**config.mk**
```make
export PLATFORM = sky130hd
export DESIGN_NAME = fifo_param
export DESIGN_NICKNAME = d
export VERILOG_FILES = /design/src/rtl/fifo_param.sv
export SDC_FILE = /design/constraint.sdc
export NUM_CORES = 1
export LEC_CHECK = 0
export CORE_AREA = 2 2 85 54
export DETAILED_ROUTE_END_ITERATION = 8
export DIE_AREA = 0 0 87 56
export HOLD_SLACK_MARGIN = 0.03
export PLACE_DENSITY_LB_ADDON = 0.1
export SYNTH_ARGS = -nofsm -noshare
export SYNTH_HDL_FRONTEND = slang
export SYNTH_SLANG_ARGS = --single-unit
```
**constraint.sdc**
```tcl
create_clock -name clk -period 1.8 [get_ports clk]
set_clock_uncertainty 0.1 [all_clocks]
set_input_delay 0.45 -clock clk [delete_from_list [all_inputs] [get_ports clk]]
set_output_delay 0.45 -clock clk [all_outputs]
set_load 0.01 [all_outputs]
```
**src/rtl/fifo_param.sv**
```systemverilog
// Parametrised synchronous FIFO with occupancy count, programmable almost flags and
// sticky overflow/underflow errors. First-word-fall-through read port.
module fifo_param #(
  parameter int unsigned DATA_W   = 8,
  parameter int unsigned ADDR_W   = 2,
  parameter int unsigned AF_LEVEL = 3,
  parameter int unsigned AE_LEVEL = 1
) (
  input  logic              clk,
  input  logic              rst,
  input  logic              push,
  input  logic [DATA_W-1:0] w_data,
  input  logic              pop,
  output logic [DATA_W-1:0] r_data,
  output logic              full,
  output logic              empty,
  output logic              almost_full,
  output logic              almost_empty,
  output logic [ADDR_W:0]   count,
  output logic              overflow,
  output logic              underflow,
  input  logic              clr_err
);

  localparam int unsigned DEPTH = 2 ** ADDR_W;

  localparam logic [ADDR_W:0]   DepthCnt = (ADDR_W + 1)'(DEPTH);
  localparam logic [ADDR_W:0]   AfCnt    = (ADDR_W + 1)'(AF_LEVEL);
  localparam logic [ADDR_W:0]   AeCnt    = (ADDR_W + 1)'(AE_LEVEL);
  localparam logic [ADDR_W:0]   CntOne   = (ADDR_W + 1)'(1);
  localparam logic [ADDR_W-1:0] PtrOne   = (ADDR_W)'(1);

  logic [DATA_W-1:0] mem [DEPTH];

  logic [ADDR_W-1:0] w_ptr_q, w_ptr_d;
  logic [ADDR_W-1:0] r_ptr_q, r_ptr_d;
  logic [ADDR_W:0]   count_q, count_d;
  logic              overflow_q, overflow_d;
  logic              underflow_q, underflow_d;
  logic              do_push, do_pop;

  // Flags come only from registered count, so they carry no input-to-output paths.
  always_comb begin
    full         = (count_q == DepthCnt);
    empty        = (count_q == '0);
    almost_full  = (count_q >= AfCnt);
    almost_empty = (count_q <= AeCnt);
    count        = count_q;
    overflow     = overflow_q;
    underflow    = underflow_q;
    r_data       = mem[r_ptr_q];
  end

  // A push while full is only accepted when a pop frees the head slot on the same edge.
  always_comb begin
    do_pop  = pop & ~empty;
    do_push = push & (~full | do_pop);

    w_ptr_d = do_push ? w_ptr_q + PtrOne : w_ptr_q;
    r_ptr_d = do_pop  ? r_ptr_q + PtrOne : r_ptr_q;

    count_d = count_q;
    case ({do_push, do_pop})
      2'b10:   count_d = count_q + CntOne;
      2'b01:   count_d = count_q - CntOne;
      default: count_d = count_q;
    endcase

    // A fresh error event outranks a clear on the same edge.
    overflow_d  = (push & ~do_push) | (overflow_q & ~clr_err);
    underflow_d = (pop & empty) | (underflow_q & ~clr_err);
  end

  always_ff @(posedge clk or posedge rst) begin
    if (rst) begin
      w_ptr_q     <= '0;
      r_ptr_q     <= '0;
      count_q     <= '0;
      overflow_q  <= 1'b0;
      underflow_q <= 1'b0;
    end else begin
      w_ptr_q     <= w_ptr_d;
      r_ptr_q     <= r_ptr_d;
      count_q     <= count_d;
      overflow_q  <= overflow_d;
      underflow_q <= underflow_d;
    end
  end

  // Storage is not reset; contents are only meaningful while non-empty.
  always_ff @(posedge clk) begin
    if (do_push) begin
      mem[w_ptr_q] <= w_data;
    end
  end

endmodule
```
; Word-level counts from Yosys, hierarchy flattened
; Memories as Yosys holds them, arrays and structs flattened.
; Index checks and enable logic that the tools add are counted.
[op_classes]
add_sub_neg = 4
magnitude_cmp = 2
eq_ne = 3
mux = 3
bitwise = 13
reduce_logical = 2
[ops]
columns = cell, count
row1 = 1-bit bitwise AND, 6
row2 = 3-bit one-hot mux with 2 select lines, 1
row3 = 2-bit by 1-bit adder with 2-bit output (second input constant), 2
row4 = 1-bit NOT, 4
row5 = 3-bit by 1-bit adder with 3-bit output (second input constant), 1
row6 = 3-bit == test (second input constant), 1
row7 = 3-bit by 2-bit greater-or-equal comparator with 1-bit output (second input constant), 1
row8 = 3-bit by 1-bit less-or-equal comparator with 1-bit output (second input constant), 1
row9 = 3-bit zero test, 1
row10 = 1-bit OR, 3
row11 = 3-bit by 1-bit subtractor with 3-bit output (second input constant), 1
row12 = 2-bit by 1-bit == test with 1-bit output (second input constant), 1
row13 = 2-bit == test (second input constant), 1
row14 = 1-bit two-way mux, 2
row15 = 2-bit nonzero test, 1
[word_totals]
register_bits = 9
ram_bits = 32
inputBits = 13
out_inout_bits = 17
wordCells = 33
mem_count = 1
[mem_list]
columns = memory, words, word_bits, rd, rd_ports_with_merged_regs, write_ports, line_no
row1 = mem, 4, 8, 1, 0, 1, 33  ; logic [DATA_W-1:0] mem [DEPTH];

; Depth between registers and ports, before layout
[logic_depth]
word_depth = 8
depth_mapped = 7
depth_no_buf = 6

; Worst setup path after synthesis
; No wires, ideal clock.
[synth_timing]
path_type = register to register
start = register count_q[1] (netlist: count[1])
end = memory mem[0][0], enable pin
setup_time_ns = 0.332
t_arrival_ns = 1.386
required_ns = 1.368
slack_ns = -0.018
path_stages_with_launch = 7
n_path_buf = 1
period_less_slack_ns = 1.818
cell_sequence = dfrtp_1 > inv_1 > ha_1 > buf_6 > nand2_2 > o21a_4 > and2_1
[synth_between]
elab_chain_len = 7
elab_cells_between_ends = 9
[synth_rtl]
columns = element, line_no
row1 = from (decl), 37  ; logic [ADDR_W:0] count_q, count_d;
row2 = from (signal assigned), 84  ; count_q <= count_d;
row3 = 3-bit zero test, 45  ; empty = (count_q == '0);
row4 = 1-bit NOT, 56  ; do_pop = pop & ~empty;
row5 = 1-bit bitwise AND, 56
row6 = 1-bit OR *, 57  ; do_push = push & (~full | do_pop);
row7 = 1-bit bitwise AND *, 57
row8 = 1-bit two-way mux *, 92  ; if (do_push) begin
row9 = 1-bit two-way mux (not written as such) *, 93  ; mem[w_ptr_q] <= w_data;
row10 = to (decl), 33
; Mark *: on every way between the ends. The rest lies on a longest branch, timed or not.

; Final worst setup path
[layout_timing]
start = register r_ptr_q[0]
end = output port r_data[1]
[layout_between]
elab_chain_len = 1
[layout_rtl]
columns = element, line_no
row1 = from (decl), 36  ; logic [ADDR_W-1:0] r_ptr_q, r_ptr_d;
row2 = from (signal assigned), 83  ; r_ptr_q <= r_ptr_d;
row3 = memory read 4 x 8 bit, -
row4 = to (decl), 14  ; output logic [DATA_W-1:0] r_data,
; Every way passes these cells.

==> reports/summary.txt <==
=================================================================================================================
Synth Cell Area                                                                                          1850 um2
HPWL after DPL                                                                                            2490 um
Worst setup path class                                                                               flop to output port
Total chip power                                                                                          4100 uW
Final-report hold violation count                                                                               0
Number of detailed-route iterations in the first pass                                                           4
H-Tree Depth                                                                                                    2
Relative area change from synthesis to final layout                                                         34.6%
Number of antenna diodes                                                                                        0
CP arrival                                                                                                1470 ps
Number of antenna violations at the first check in global routing                                               0
Dominant combinational cell family by area after synthesis                                           multiplexers
Number of nets at the end of the flow                                                                         187
Vias in the first global route                                                                               1081
Compound-gate portion of the synthesized area                                                              0.0587
Number of DRC violations after detailed routing                                                                 0
Starting density of the core                                                                                0.460
CP dominant cell by count                                                                            sky130_fd_sc_hd__buf_6
Via density per instance                                                                                     5.07
Sink Count                                                                                                     41
Worst reg2reg path startpoint                                                                            count[0]
Setup-failing EPs final                                                                                        11
Maximum vdd ir drop                                                                                        753 uV
Number of synthesized flops with an enable pin                                                                 32
Most repeated cell in the gate-level netlist after synthesis                                         sky130_fd_sc_hd__edfxtp_1
Least setup slack across all paths after layout                                                           -218 ps
Number of distinct library cell variants in the gate-level netlist after synthesis                             35
Post-place instance area                                                                                 2290 um2
Fraction of synthesized cell area in xor and xnor cells                                                    0.0236
First-pass GRT wire length                                                                                5360 um
Proportion of register bits with asynchronous set or reset after synthesis                                  0.220
Synth warn                                                                                                      0
Core outline area                                                                                        4030 um2
Total die area                                                                                           4870 um2
Maximum number of pins on one net before global-route repair                                                   13
Sequential element share of the synthesized area                                                            0.640
Fraction of post-synthesis cell area in the top cell type by area                                           0.519
Routed wire length per instance                                                                           16.2 um
Synthesized instance count                                                                                    114
Fraction of final layout cells with drive strength greater than 1                                           0.424
Number of cells on the worst reg-to-reg path                                                                    8
Worst-case headroom to the max-slew limit                                                                   0.708
Measured slew at the worst slew-check pin                                                                  437 ps
Violated checks                                                                                      negative setup slack
Buf/Inv on CP                                                                                                   2
Synthesized netlist net count                                                                                 136
Period utilization                                                                                           1.12
Gpl congestion                                                                                              0.785
Post-route ant nets                                                                                             0
Leakage component of the power                                                                        0.000972 uW
RSZ-0062 raised after global routing                                                                          yes
Element type at the critical path end                                                                 output port
Top FF cell, synth                                                                                   sky130_fd_sc_hd__edfxtp_1
Worst-path cell chain                                                                                buf_6, mux4_2, buf_6
Data required time at the worst endpoint                                                                  1250 ps
Port buffer count                                                                                              29
Violation count after the first detailed-route iteration                                                       66
Maxcap violations                                                                                               0
Total routing resource utilization after global routing                                                     0.148
Die Span X                                                                                                  87 um
CP Max Fanout                                                                                                   5
Via total after detailed routing                                                                             1089
Hold Path Class                                                                                      input pin to asynchronous set/reset pin
Flops & latches, synth                                                                                         41
Crit path depth                                                                                                 3
Post-route standard cell area excluding fillers                                                          2490 um2
Clk pin slew, worst setup/hold paths                                                                        70 ps
Wire length reported by the detailed router                                                               3490 um
Pins over their slew limit                                                                                      0
Syn avg cell area                                                                                        16.3 um2
Cell type contributing the most total cell area after synthesis                                      sky130_fd_sc_hd__edfxtp_1
CTS tree                                                                                                      yes
Maximum buffer depth of the clock tree                                                                          2
Overflow left after global routing                                                                              0
Simple logic cell fraction of the synthesized area                                                         0.0601
Arithmetic-cell share of the synthesized area counting full adders, half adders and majority gates         0.0608
Clock latency reported for the late side of the worst-skew pair                                            280 ps
Worst setup path startpoint                                                                            r_ptr_q[0]
Kind of cell with the highest combined delay on the critical path                                    multiplexers
Buffer type at the clock tree root                                                                   sky130_fd_sc_hd__clkbuf_8
Power per unit of standard cell area                                                                  1650 nW/um2
Fmax                                                                                                    0.496 GHz
Total number of placement rows                                                                                 18
Top cells by count, synth                                                                            sky130_fd_sc_hd__edfxtp_1 (32), sky130_fd_sc_hd__inv_1 (10), sky130_fd_sc_hd__dfrtp_1 (9), sky130_fd_sc_hd__ha_1 (9), sky130_fd_sc_hd__mux4_2 (8)
Kind of start point of the critical path                                                                     flop
# IOs                                                                                                          30
TritonCTS Buffers                                                                                               5
Floorplan die height                                                                                        56 um
Critical Path Slowest Stage Cell                                                                     sky130_fd_sc_hd__mux4_2
Dominant cells by area after synthesis                                                               sky130_fd_sc_hd__edfxtp_1 (52%), sky130_fd_sc_hd__dfrtp_1 (12%), sky130_fd_sc_hd__mux4_2 (9.7%)
Peak per-stage delay on the critical path                                                                  520 ps
Result of the run                                                                                    finished with violations
Min cycle time layout                                                                                     2020 ps
Post-synthesis mux area share                                                                               0.111
=================================================================================================================
[through the flow]
| step | TNS, ps | util | setup WS [ps] | hold WS, ps | cells |
|---|---|---|---|---|---|
| 2_1_floorplan | 0 | - | 57.9 | 178 | 114 |
| 3_3_place_gp | -5320 | 0.569 | -246 | 423 | 204 |
| 3_5_place_dp | -6070 | 0.569 | -243 | 436 | 204 |
| 4_1_cts | -1840 | 0.603 | -225 | 343 | 214 |
| 5_1_grt | -2440 | 0.619 | -270 | 364 | 215 |
| 6_report | -1750 | 0.619 | -218 | 336 | 215 |
[report_power, final]
group	total [uW]	switching (uW)	internal, uW
combinational	1990	884	1100
clock	695	292	403
sequential	1420	146	1280
total	4100	1320	2780
[cell type report]
| class | instances | area (um2) |
|---|---|---|
| Clock buffer | 5 | 68.8 |
| Clock inverter | 2 | 35.0 |
| Fill cell | 307 | 1540 |
| Inverter | 11 | 43.8 |
| Multi-Input combinational cell | 56 | 652 |
| Sequential cell | 41 | 1190 |
| Tap cell | 50 | 62.6 |
| Timing Repair Buffer | 50 | 445 |
[worst paths after layout]
kind / to / slack (ps)
min in group clk: underflow / 440
worst min-delay path: underflow / 340
worst max register to register: w_ptr_q[1] / 10
max in group asynchronous: r_ptr_q[0] / 990
worst max-delay path: r_data[1] / -220
worst min register to register: underflow / 440
[metal layers]
metal | vias to the layer above | part of all wire | track usage | wire length (um)
met5 | - | 0 | 0 | 0
met4 | 0 | 0 | 0.0268 | 0
met3 | 0 | 0.038 | 0.0504 | 132
met2 | 22 | 0.46 | 0.224 | 1620
met1 | 548 | 0.50 | 0.212 | 1740
li1 | 519 | - | - | -
[cell families (layout without fill, tap and decap cells)]
group                    count (synthesis)  after routing
flip-flops                              41             41
AND/OR/NAND/NOR                         19             19
buffers and inverters                   17             68
AO/OA/AOI/OAI                           13             13
multiplexers                            10             10
adder cells (fa/ha/maj)                  9              9
XOR/XNOR                                 5              5
[state kept, by name (all words and copies together) (netlist names)]
signal	cells
mem	32
count	3
r_ptr_q	2
overflow	1
underflow	1
w_ptr_q	2
[cells in the final DEF, fill, tap and decap left out, types with 5 or more instances in the layout]
cell                              synthesis  routed
sky130_fd_sc_hd__buf_2                    2       7
sky130_fd_sc_hd__buf_4                    1      13
sky130_fd_sc_hd__buf_6                    2      13
sky130_fd_sc_hd__clkbuf_8                 0       5
sky130_fd_sc_hd__clkdlybuf4s50_1          0      14
sky130_fd_sc_hd__dfrtp_1                  9       9
sky130_fd_sc_hd__edfxtp_1                32      32
sky130_fd_sc_hd__ha_1                     9       5
sky130_fd_sc_hd__inv_1                   10       6
sky130_fd_sc_hd__mux4_2                   8       8
sky130_fd_sc_hd__xnor2_1                  5       5
[timing repair]
item	4_1_cts	5_1_grt
setup endpoints to repair	15	46
gates resized for setup	72	13
pin swaps	3	3
hold buffers	0	0
buffers inserted	3	1
(Power assumes the default switching activity.)
